<file path="src/rtl/tinker_pkg.sv">
// Shared Tinker memory constants and the response-buffer state type.
package tinker_pkg;

    localparam int          MEM_BYTES = 524288;
    localparam logic [31:0] INIT_PC   = 32'h0000_2000;
    localparam logic [31:0] STACK_TOP = 32'h0008_0000;
    localparam logic [31:0] NOP       = 32'h0000_0000;

    typedef enum logic {EMPTY, FULL} rsp_state_t;

endpackage

</file>
<file path="src/rtl/tinker_mem_arbiter_if.sv">
// Fetch, data and memory-side signals of the Tinker memory arbiter.
interface tinker_mem_arbiter_if #(parameter int ADDR_W = 32);

    logic              if_req_valid;
    logic              if_req_ready;
    logic [ADDR_W-1:0] if_addr;
    logic              if_rsp_valid;
    logic              if_rsp_ready;
    logic [31:0]       if_rsp_instr;

    logic              d_req_valid;
    logic              d_req_ready;
    logic              d_we;
    logic [ADDR_W-1:0] d_addr;
    logic [63:0]       d_wdata;
    logic              d_rsp_valid;
    logic              d_rsp_ready;
    logic [63:0]       d_rsp_data;
    logic              d_rsp_err;

    logic [ADDR_W-1:0] m_addr;
    logic              m_we;
    logic [63:0]       m_wdata;
    logic [63:0]       m_rdata;

    // slave is the arbiter; master is the pipeline plus the memory array
    modport slave (
        input  if_req_valid, if_addr, if_rsp_ready,
        output if_req_ready, if_rsp_valid, if_rsp_instr,
        input  d_req_valid, d_we, d_addr, d_wdata, d_rsp_ready,
        output d_req_ready, d_rsp_valid, d_rsp_data, d_rsp_err,
        output m_addr, m_we, m_wdata,
        input  m_rdata
    );

    modport master (
        output if_req_valid, if_addr, if_rsp_ready,
        input  if_req_ready, if_rsp_valid, if_rsp_instr,
        output d_req_valid, d_we, d_addr, d_wdata, d_rsp_ready,
        input  d_req_ready, d_rsp_valid, d_rsp_data, d_rsp_err,
        input  m_addr, m_we, m_wdata,
        output m_rdata
    );

endinterface

</file>
<file path="src/rtl/tinker_rsp_buf.sv">
// One-entry registered response buffer with valid/ready handshake.
//   state | meaning
//   EMPTY | no response held; a grant may be accepted
//   FULL  | response held stable until rsp_ready
module tinker_rsp_buf
    import tinker_pkg::*;
#(
    parameter int W = 64
) (
    input  logic         clk,
    input  logic         reset,
    input  logic         clear,
    input  logic         load,
    input  logic         rsp_ready,
    input  logic [W-1:0] data_in,
    input  logic         err_in,
    output logic         free,
    output logic         rsp_valid,
    output logic [W-1:0] data,
    output logic         err
);

    rsp_state_t state;

    always_ff @(posedge clk) begin
        if (reset) begin
            state <= EMPTY;
            data  <= '0;
            err   <= 1'b0;
        end else if (clear) begin
            state <= EMPTY;
        end else if (load) begin
            state <= FULL;
            data  <= data_in;
            err   <= err_in;
        end else if (rsp_ready) begin
            state <= EMPTY;
        end
    end

    // a slot frees up in the same cycle the consumer takes the held response
    assign free      = (state == EMPTY) || rsp_ready;
    assign rsp_valid = (state == FULL);

endmodule

</file>
<file path="src/rtl/tinker_mem_arbiter.sv">
// Single-port arbiter sharing Tinker unified memory between fetch and data,
// data-priority with a fetch starvation guard.
module tinker_mem_arbiter
    import tinker_pkg::*;
#(
    parameter int ADDR_W       = 32,
    parameter int MEM_BYTES    = tinker_pkg::MEM_BYTES,
    parameter int STARVE_LIMIT = 4
) (
    input  logic                 clk,
    input  logic                 reset,
    input  logic                 flush,
    tinker_mem_arbiter_if.slave  bus
);

    localparam int                SW         = $clog2(STARVE_LIMIT + 1);
    localparam logic [ADDR_W-1:0] IF_MAX     = ADDR_W'(MEM_BYTES - 4);
    localparam logic [ADDR_W-1:0] D_MAX      = ADDR_W'(MEM_BYTES - 8);
    localparam logic [SW-1:0]     STREAK_MAX = SW'(STARVE_LIMIT);

    logic [SW-1:0] streak;
    logic          if_free, d_free;
    logic          if_elig, d_elig;
    logic          if_grant, d_grant;
    logic          if_oor, d_oor;
    logic          if_err;
    logic [31:0]   if_data;
    logic [63:0]   d_load_data;

    assign if_elig  = bus.if_req_valid && if_free && !flush && !reset;
    assign d_elig   = bus.d_req_valid && d_free && !reset;
    assign if_grant = if_elig && (!d_elig || (streak == STREAK_MAX));
    assign d_grant  = d_elig && !if_grant;

    assign bus.if_req_ready = if_grant;
    assign bus.d_req_ready  = d_grant;

    assign if_oor = bus.if_addr > IF_MAX;
    assign d_oor  = bus.d_addr > D_MAX;

    always_comb begin
        bus.m_addr  = '0;
        bus.m_we    = 1'b0;
        bus.m_wdata = '0;
        if (d_grant) begin
            bus.m_addr  = bus.d_addr;
            bus.m_we    = bus.d_we && !d_oor;
            bus.m_wdata = bus.d_wdata;
        end else if (if_grant) begin
            bus.m_addr = bus.if_addr;
        end
    end

    assign d_load_data = (bus.d_we || d_oor) ? 64'h0 : bus.m_rdata;

    always_ff @(posedge clk) begin
        if (reset) begin
            streak <= '0;
        end else if (d_grant && if_elig) begin
            if (streak != STREAK_MAX)
                streak <= streak + SW'(1);
        end else if (if_grant || !if_elig) begin
            streak <= '0;
        end
    end

    tinker_rsp_buf #(.W(32)) u_if_buf (
        .clk       (clk),
        .reset     (reset),
        .clear     (flush),
        .load      (if_grant),
        .rsp_ready (bus.if_rsp_ready),
        .data_in   (bus.m_rdata[31:0]),
        .err_in    (if_oor),
        .free      (if_free),
        .rsp_valid (bus.if_rsp_valid),
        .data      (if_data),
        .err       (if_err)
    );

    // out-of-range fetches are remembered as an error and presented as NOP
    assign bus.if_rsp_instr = if_err ? NOP : if_data;

    tinker_rsp_buf #(.W(64)) u_d_buf (
        .clk       (clk),
        .reset     (reset),
        .clear     (1'b0),
        .load      (d_grant),
        .rsp_ready (bus.d_rsp_ready),
        .data_in   (d_load_data),
        .err_in    (d_oor),
        .free      (d_free),
        .rsp_valid (bus.d_rsp_valid),
        .data      (bus.d_rsp_data),
        .err       (bus.d_rsp_err)
    );

endmodule
</file>
<file path="src/flat_wrapper.sv">
// flat-port wrapper written by rule: the top's interface ports become plain ports
module tinker_mem_arbiter_flat import tinker_pkg::*;
#(
    parameter int ADDR_W       = 32,
    parameter int MEM_BYTES    = tinker_pkg::MEM_BYTES,
    parameter int STARVE_LIMIT = 4
)
  (clk, reset, flush, bus_if_req_valid, bus_if_addr, bus_if_rsp_ready, bus_if_req_ready, bus_if_rsp_valid, bus_if_rsp_instr, bus_d_req_valid, bus_d_we, bus_d_addr, bus_d_wdata, bus_d_rsp_ready, bus_d_req_ready, bus_d_rsp_valid, bus_d_rsp_data, bus_d_rsp_err, bus_m_addr, bus_m_we, bus_m_wdata, bus_m_rdata);
  tinker_mem_arbiter_if #(.ADDR_W(ADDR_W)) bus_i ();
  input  logic clk;
  input  logic reset;
  input  logic flush;
  input wire logic [$bits(bus_i.if_req_valid)-1:0] bus_if_req_valid;
  input wire logic [$bits(bus_i.if_addr)-1:0] bus_if_addr;
  input wire logic [$bits(bus_i.if_rsp_ready)-1:0] bus_if_rsp_ready;
  output wire logic [$bits(bus_i.if_req_ready)-1:0] bus_if_req_ready;
  output wire logic [$bits(bus_i.if_rsp_valid)-1:0] bus_if_rsp_valid;
  output wire logic [$bits(bus_i.if_rsp_instr)-1:0] bus_if_rsp_instr;
  input wire logic [$bits(bus_i.d_req_valid)-1:0] bus_d_req_valid;
  input wire logic [$bits(bus_i.d_we)-1:0] bus_d_we;
  input wire logic [$bits(bus_i.d_addr)-1:0] bus_d_addr;
  input wire logic [$bits(bus_i.d_wdata)-1:0] bus_d_wdata;
  input wire logic [$bits(bus_i.d_rsp_ready)-1:0] bus_d_rsp_ready;
  output wire logic [$bits(bus_i.d_req_ready)-1:0] bus_d_req_ready;
  output wire logic [$bits(bus_i.d_rsp_valid)-1:0] bus_d_rsp_valid;
  output wire logic [$bits(bus_i.d_rsp_data)-1:0] bus_d_rsp_data;
  output wire logic [$bits(bus_i.d_rsp_err)-1:0] bus_d_rsp_err;
  output wire logic [$bits(bus_i.m_addr)-1:0] bus_m_addr;
  output wire logic [$bits(bus_i.m_we)-1:0] bus_m_we;
  output wire logic [$bits(bus_i.m_wdata)-1:0] bus_m_wdata;
  input wire logic [$bits(bus_i.m_rdata)-1:0] bus_m_rdata;
  assign bus_i.if_req_valid = bus_if_req_valid;
  assign bus_i.if_addr = bus_if_addr;
  assign bus_i.if_rsp_ready = bus_if_rsp_ready;
  assign bus_if_req_ready = bus_i.if_req_ready;
  assign bus_if_rsp_valid = bus_i.if_rsp_valid;
  assign bus_if_rsp_instr = bus_i.if_rsp_instr;
  assign bus_i.d_req_valid = bus_d_req_valid;
  assign bus_i.d_we = bus_d_we;
  assign bus_i.d_addr = bus_d_addr;
  assign bus_i.d_wdata = bus_d_wdata;
  assign bus_i.d_rsp_ready = bus_d_rsp_ready;
  assign bus_d_req_ready = bus_i.d_req_ready;
  assign bus_d_rsp_valid = bus_i.d_rsp_valid;
  assign bus_d_rsp_data = bus_i.d_rsp_data;
  assign bus_d_rsp_err = bus_i.d_rsp_err;
  assign bus_m_addr = bus_i.m_addr;
  assign bus_m_we = bus_i.m_we;
  assign bus_m_wdata = bus_i.m_wdata;
  assign bus_i.m_rdata = bus_m_rdata;
  tinker_mem_arbiter #(.ADDR_W(ADDR_W), .MEM_BYTES(MEM_BYTES), .STARVE_LIMIT(STARVE_LIMIT)) u_core (.clk(clk), .reset(reset), .flush(flush), .bus(bus_i));
endmodule
</file>
<file path="config.mk">
export PLATFORM = sky130hd
export DESIGN_NAME = tinker_mem_arbiter_flat
export DESIGN_NICKNAME = d
export VERILOG_FILES = /design/src/rtl/tinker_pkg.sv /design/src/rtl/tinker_mem_arbiter_if.sv /design/src/rtl/tinker_rsp_buf.sv /design/src/rtl/tinker_mem_arbiter.sv /design/src/flat_wrapper.sv
export SDC_FILE = /design/constraint.sdc
export NUM_CORES = 1
export LEC_CHECK = 0
export ABC_AREA = 1
export CORE_AREA = 4 4 153 155
export DETAILED_ROUTE_END_ITERATION = 10
export DIE_AREA = 0 0 157 159
export PLACE_DENSITY = 0.67
export SYNTH_ARGS = -nofsm -noshare
export SYNTH_HDL_FRONTEND = slang
export SYNTH_HIERARCHICAL = 1
export SYNTH_SLANG_ARGS = --single-unit
</file>
<file path="constraint.sdc">
create_clock -name clk -period 5.3 [get_ports clk]
set_clock_uncertainty 0.05 [all_clocks]
set_input_delay 0.795 -clock clk [delete_from_list [all_inputs] [get_ports clk]]
set_output_delay 0.795 -clock clk [all_outputs]
set_load 0.02 [all_outputs]
</file>
## Yosys cells after proc, flatten, opt, wreduce, memory -nomap -nowiden

Cells that the tools add are included.

| operators by class | value |
|---|---|
| add/subtract/negate cells | 1 |
| div/mod/pow operators | 0 |
| multiply operators | 0 |
| equality and inequality tests | 3 |
| order comparisons | 2 |
| bitwise logic cells | 3 |
| reductions and logical operators | 26 |
| shift-type cells | 0 |
| muxes and demuxes | 13 |

Operators with widths:

| cell | count |
|---|---|
| two-way mux 64 bit | 2 |
| two-way mux 32 bit | 3 |
| greater-than comparator 32 x 19 -> 1 bit, second input constant | 2 |
| logical AND 1 bit | 9 |
| two-way mux 3 bit | 3 |
| zero test 1 bit | 6 |
| nonzero test 2 bit | 3 |
| logical OR 1 bit | 5 |
| two-way mux 1 bit | 5 |
| AND reduction 2 bit | 2 |
| adder 3 x 1 -> 3 bit, second input constant | 1 |
| equality test 3 bit, second input constant | 1 |
| inequality test 3 bit, second input constant | 1 |
| inverter 1 bit | 3 |
| inequality test 2 bit, second input constant | 1 |
| OR reduction 2 bit | 1 |

| storage, ports and cells | value |
|---|---|
| ROM bits | 0 |
| bits in latches | 0 |
| memory bits (writable) | 0 |
| memories kept | 0 |
| input port bits | 200 |
| register bits after elaboration | 103 |
| output and inout bits | 198 |
| logic and storage cells | 55 |

## Longest topological paths before layout

| depth | value |
|---|---|
| depth in word-level cells | 12 |
| mapped depth | 15 |
| gate-level depth less buffers | 12 |

## By module

Netlist, hierarchy kept.

Modules (own cells, without submodules):

| module | area each (um^2) | instances | seq. area each (um^2) | cells an instance |
|---|---|---|---|---|
| tinker_rsp_buf (u_core.u_d_buf) | 2805.2 | 1 | 1321.3 | 427 |
| tinker_mem_arbiter | 2334.7 | 1 | 60.1 | 510 |
| tinker_rsp_buf (u_core.u_if_buf) | 1462.7 | 1 | 680.7 | 220 |

## Least setup slack after synthesis

No wires, ideal clock.

| timing | value |
|---|---|
| path kind | input -> output |
| from | input port bus_d_rsp_ready |
| to | output port bus_m_addr[0] |
| path slack | 2.502 ns |
| stages on the path | 9 |
| required time | 4.455 ns |
| arrival | 1.953 ns |
| buffers on the path | 1 |
| path through | inv_1 > nand2_1 > nand2_1 > nor2_1 > nand2_1 > nand2_1 > nand2_2 > buf_4 > o21ai_0 |

| on the way | value |
|---|---|
| word-level cells in the longest chain between the ends | 9 |
| elaborated cells between the ends (all ways) | 10 |
| classes of those cells | mux (2); reduce/logical (8) |

Ends and longest elaborated chain:

| item | RTL line | source |
|---|---|---|
| start: declaration | flat_wrapper.sv:23 | `input wire logic [$bits(bus_i.d_rsp_ready)-1:0] bus_d_rsp_ready;` |
| logical OR 1 bit * | tinker_rsp_buf.sv:42 | `assign free = (state == EMPTY) \|\| rsp_ready;` |
| net u_core.d_free | tinker_mem_arbiter.sv:22 | `logic if_free, d_free;` |
| logical AND 1 bit * (2 in series) | tinker_mem_arbiter.sv:31 | `assign d_elig = bus.d_req_valid && d_free && !reset;` |
| zero test 1 bit | tinker_mem_arbiter.sv:32 | `assign if_grant = if_elig && (!d_elig \|\| (streak == STREAK_MAX));` |
| logical OR 1 bit | tinker_mem_arbiter.sv:32 |  |
| logical AND 1 bit | tinker_mem_arbiter.sv:32 |  |
| zero test 1 bit | tinker_mem_arbiter.sv:33 | `assign d_grant = d_elig && !if_grant;` |
| logical AND 1 bit | tinker_mem_arbiter.sv:33 |  |
| two-way mux 32 bit * | tinker_mem_arbiter.sv:45 | `if (d_grant) begin` |
| end: declaration | flat_wrapper.sv:28 | `output wire logic [$bits(bus_i.m_addr)-1:0] bus_m_addr;` |

The timed path passes the listed nets; every way through them passes the cells marked *.

## Worst setup path after layout

| timing | value |
|---|---|
| from | input port bus_d_rsp_ready |
| to | output port bus_m_addr[3] |

Same word-level chain as after synthesis.

==> impl_summary.md <==
Run status
The run finished with clean final reports.

Layout
For this run, the post-layout net count is ~1700. Relative to the synthesized area, the layout overhead comes to 65.7%. The filler-free cell count of the finished design is between 1500 and 2000.

The multi-input combinational cells in the finished layout cover a total of around 3000 sq um. The fraction of the core area covered by cells at the end of the flow is 50.1%. The leading cell type in the layout, fill and taps excluded is clkdlybuf4s50_1. The number of fill cells in the layout is 2229. In the final layout, flip-flops and latches occupy 2060 sq um. The ratio of cells with drive above 1 in the final layout is under 10%. In the layout the commonest cells are clkdlybuf4s50_1 (397), nor2_1 (313), inv_1 (287).

Pwr
The maximum vdd ir drop is ~150 uV. The internal cell power is 0.00149 W. In this run the power density over the cells is 195 nW/um^2. The switching share of power is between 30% and 40%.

Registers are responsible for between 30% and 40% of the overall power. The proportion of power drawn by combinational gates is approximately 29%. The proportion of power drawn by the clock network is 33.0%.

The analysis attributes to cell leakage a power of between 4 and 5 nW. For this design the total switching power over the nets is about 0.00064 W.

Placement
Before CTS, the worst setup slack after placement is roughly 0.70 ns. Input and output buffers added on the ports amount to between 300 and 400. The cell total after placement is ~1800. After legalization and detailed placement, the total HPWL measured approximately 22000 um. The routability congestion estimate is 0.859.

Yosys
The number of synthesized register bits is 103. The synthesized netlist devotes less than 1% of its cell area to adder and majority cells. Summing the areas of all compound-gate instances in the mapped netlist gives 1.55% of the synthesized area. The share of the Yosys chip area taken by registers is 31.2%. After technology mapping, the gate count stands at about 1200.

The synthesized netlist devotes less than 1% of its cell area to XOR and XNOR gates. Yosys printed 6 warnings. The post-synthesis cell area is between 6000 and 7000 sq um. Counting distinct cell types in the post-synthesis netlist gives 27. The share of synthesized area spent on multiplexers is 0%. The largest family of logic cells by synthesized area is simple AND/OR/NAND/NOR gates. The average instance area after synthesis is ~5.7 sq um. Summing the areas of all and, or, nand and nor instances in the mapped netlist gives about 44% of the synthesized area.

Die
The die covers about 25000 sq um. The die outline width is approximately 160 um. For this design the top-level I/O count stands at around 400. The vertical die dimension is 159 um. The standard cell core area is 21800 sq um. The initial standard-cell utilization of the core is approximately 30%.

The total number of placement rows is between 50 and 60.

Clock network
The count of hold buffers inserted by post-cts repair is 0. The count of H-tree levels built during CTS is 3. The clock-pin slew on the worst setup and hold paths is 0.06 ns. Clock tree synthesis found a total of around 100 sinks. The post-cts sizing count is 0. The buffer count from post-CTS setup fixing is 0. Clock tree synthesis selected as its root buffer the cell clkbuf_16. The worst-skew pair later-pin latency is about 0.35 ns. TritonCTS built the clock tree. Counting along the longest clock path gives a buffer depth of 2. The total CTS buffers is 9.

STA
Across all setup checks in the final design, the least slack found is ~0.68 ns. The number of setup violations in the final report is 0. Timing would allow up to 0.217 GHz. Setup repair after global routing left no endpoint under its margin. The clock period could shrink to about 4.6 ns.

The share of the clock period used by the worst path after layout is between 80% and 90%. The headroom to the max-slew limit is about 24%. The number of pins with negative max-slew slack in the final report is 0. At the pin with the least slew margin, the transition time is roughly 1.1 ns. The final sum of negative setup slack is 0 ns. The hold violation total from the final report is 0.

Drt
The first routing iteration left ~430 violations. The residual antenna-violating net count after detailed routing is 0. The wire length per cell after detailed routing is 15.7 um. In this run the top signal layer used is met4. The met2 wire length is ~14000 um. After detailed routing, the number of remaining DRC violations is 0. The met1 wire length is ~11000 um.

The wire length after detailed routing is roughly 28000 um. Summed over all nets, wire length on met3 after detailed routing comes to roughly 2100 um. The routed layout has around 7700 vias. For this run, the detailed router's first-pass iteration total came to 5.

The per-cell via count in the routed design is roughly 4.3.

Flow run
Max-cap violations in this run came to 0.

Worst hold path
In this run the worst hold path is classified as flip-flop to flip-flop. Along the worst hold path, the cell count comes to 1.

Worst setup path
STA classifies the critical path endpoint as an output pin. The most prevalent standard cell on the critical path is nand2_1. At the worst endpoint, the required time is between 4 and 5 ns. The worst setup path is of the input pin to output pin kind. The number of cells traversed by the worst register-to-register path is 10.

The arrival time of data at the critical path endpoint is 3.77 ns. Grouping stages by cell kind, the critical path spends the most delay in buffers and inverters. In this run the number of cells on the critical path is 11. STA classifies the critical path startpoint as an input pin. On the critical path, the stage with the largest delay is an instance of clkdlybuf4s50_1. The critical path goes through clkdlybuf4s50_1, inv_1, nand2_1, nand2_1, nor2_1, nand2_1, nand2_1, nand2_2, buf_4, o21ai_0, clkdlybuf4s50_1. In this run the worst path has a maximum fanout of 19. For this run, the slowest stage of the critical path takes approximately 0.7 ns. The number of buffers and inverters on the critical path is 4.

Global routing
The global-route total usage across every layer is between 20% and 30%. The via count of the first global-routing pass was roughly 7600. The remaining global-route overflow is 0. The wire length of the first global-routing pass is approximately 43000 um.

The maximum number of pins on one net before global-route repair is 67. The initial antenna violation count came to 2.
[cell families (layout without fill, tap and decap cells)]
kind of cell    after synthesis  in the layout
compound gates               19             19
other cells                   1              4
simple gates                673            673
fa+ha+maj                     2              2
buf+inv                     358            717
xor+xnor                      1              1
flops                       103            103
[cell usage after synthesis]
cell type,number,area share (%)
nor2_2,56,5.3
a21oi_1,2,0.15
nand3_1,102,7.7
nand2_2,1,0.095
nand2_1,182,10
dfxtp_1,103,31
inv_2,5,0.28
clkinv_1,1,0.057
clkbuf_1,10,0.57
nand3_4,1,0.27
nor2_4,6,1.0
conb_1,1,0.057
inv_1,289,16
nor2_1,313,18
nor4_1,2,0.19
buf_2,30,2.3
nor3_4,1,0.25
nand4_1,5,0.47
o22ai_1,6,0.57
buf_6,12,2.0
xnor2_1,1,0.13
ha_1,2,0.38
buf_1,2,0.11
nor3_1,3,0.23
nand3_2,1,0.15
o21ai_0,11,0.83
buf_4,9,1.0
[routing by layer]
metal | up-vias | global-route usage [%]
met4 | 0 | 9.11
li1 | 3998 | -
met5 | - | 0
met3 | 53 | 5.76
met2 | 304 | 38.3
met1 | 3381 | 25.2
[power groups by stage]
| stage | registers [W] | logic [W] | clock network [W] |
|---|---|---|---|
| 2_1_floorplan | 0.000869 | 0.000243 | 0 |
| 3_3_place_gp | 0.000838 | 0.000608 | 0 |
| 3_5_place_dp | 0.000840 | 0.000609 | 0 |
| 4_1_cts | 0.000822 | 0.000612 | 0.000726 |
| 5_1_grt | 0.000826 | 0.000661 | 0.000762 |
| 6_report | 0.000821 | 0.000611 | 0.000704 |
[registers in the layout, indices dropped and copies added, names as in the netlist]
register                   count
u_core/u_if_buf/err            1
u_core/u_if_buf/data          32
u_core/u_d_buf/data           64
u_core/u_d_buf/err             1
u_core/u_if_buf/rsp_valid      1
u_core/streak                  3
u_core/u_d_buf/rsp_valid       1
[per-stage QoR]
step / hold WS (ns) / cell area, sq um / power, W
floorplan: 0.367 / 6610 / 0.00111
global placement: 0.384 / 10600 / 0.00145
detailed placement: 0.394 / 10600 / 0.00145
CTS: 0.410 / 10900 / 0.00216
global route: 0.439 / 10900 / 0.00225
finish: 0.409 / 10900 / 0.00214
[worst reg2reg max path: stages (launching register included)]
cell     delay [ns]
dfxtp_1        0.32
nand2_1        0.08
nand2_1        0.05
nor3_1         0.24
nand2_1        0.45
inv_2          0.58
buf_4          0.48
inv_2          0.12
nor2_4         0.68
nor2_1         0.11
nor2_1         0.13
[worst paths after layout]
kind,slack [ns],from,to
worst max-delay path,0.68,bus_d_rsp_ready,bus_m_addr[3]
worst min register to register,0.41,u_core/streak[0],u_core/streak[0]
worst max register to register,1.96,u_core/u_if_buf/rsp_valid,u_core/u_if_buf/data[27]
worst min-delay path,0.41,u_core/streak[0],u_core/streak[0]
[final cells by class]
class,count,area share (%)
clock inverters,6,0.686
multi-input cells,697,27.8
repair buffers,406,37.1
well taps,280,3.20
diodes,2,0.0458
inverters,295,10.1
clock buffers,10,2.18
flip-flops and latches,103,18.9
(Power assumes the default switching activity.)
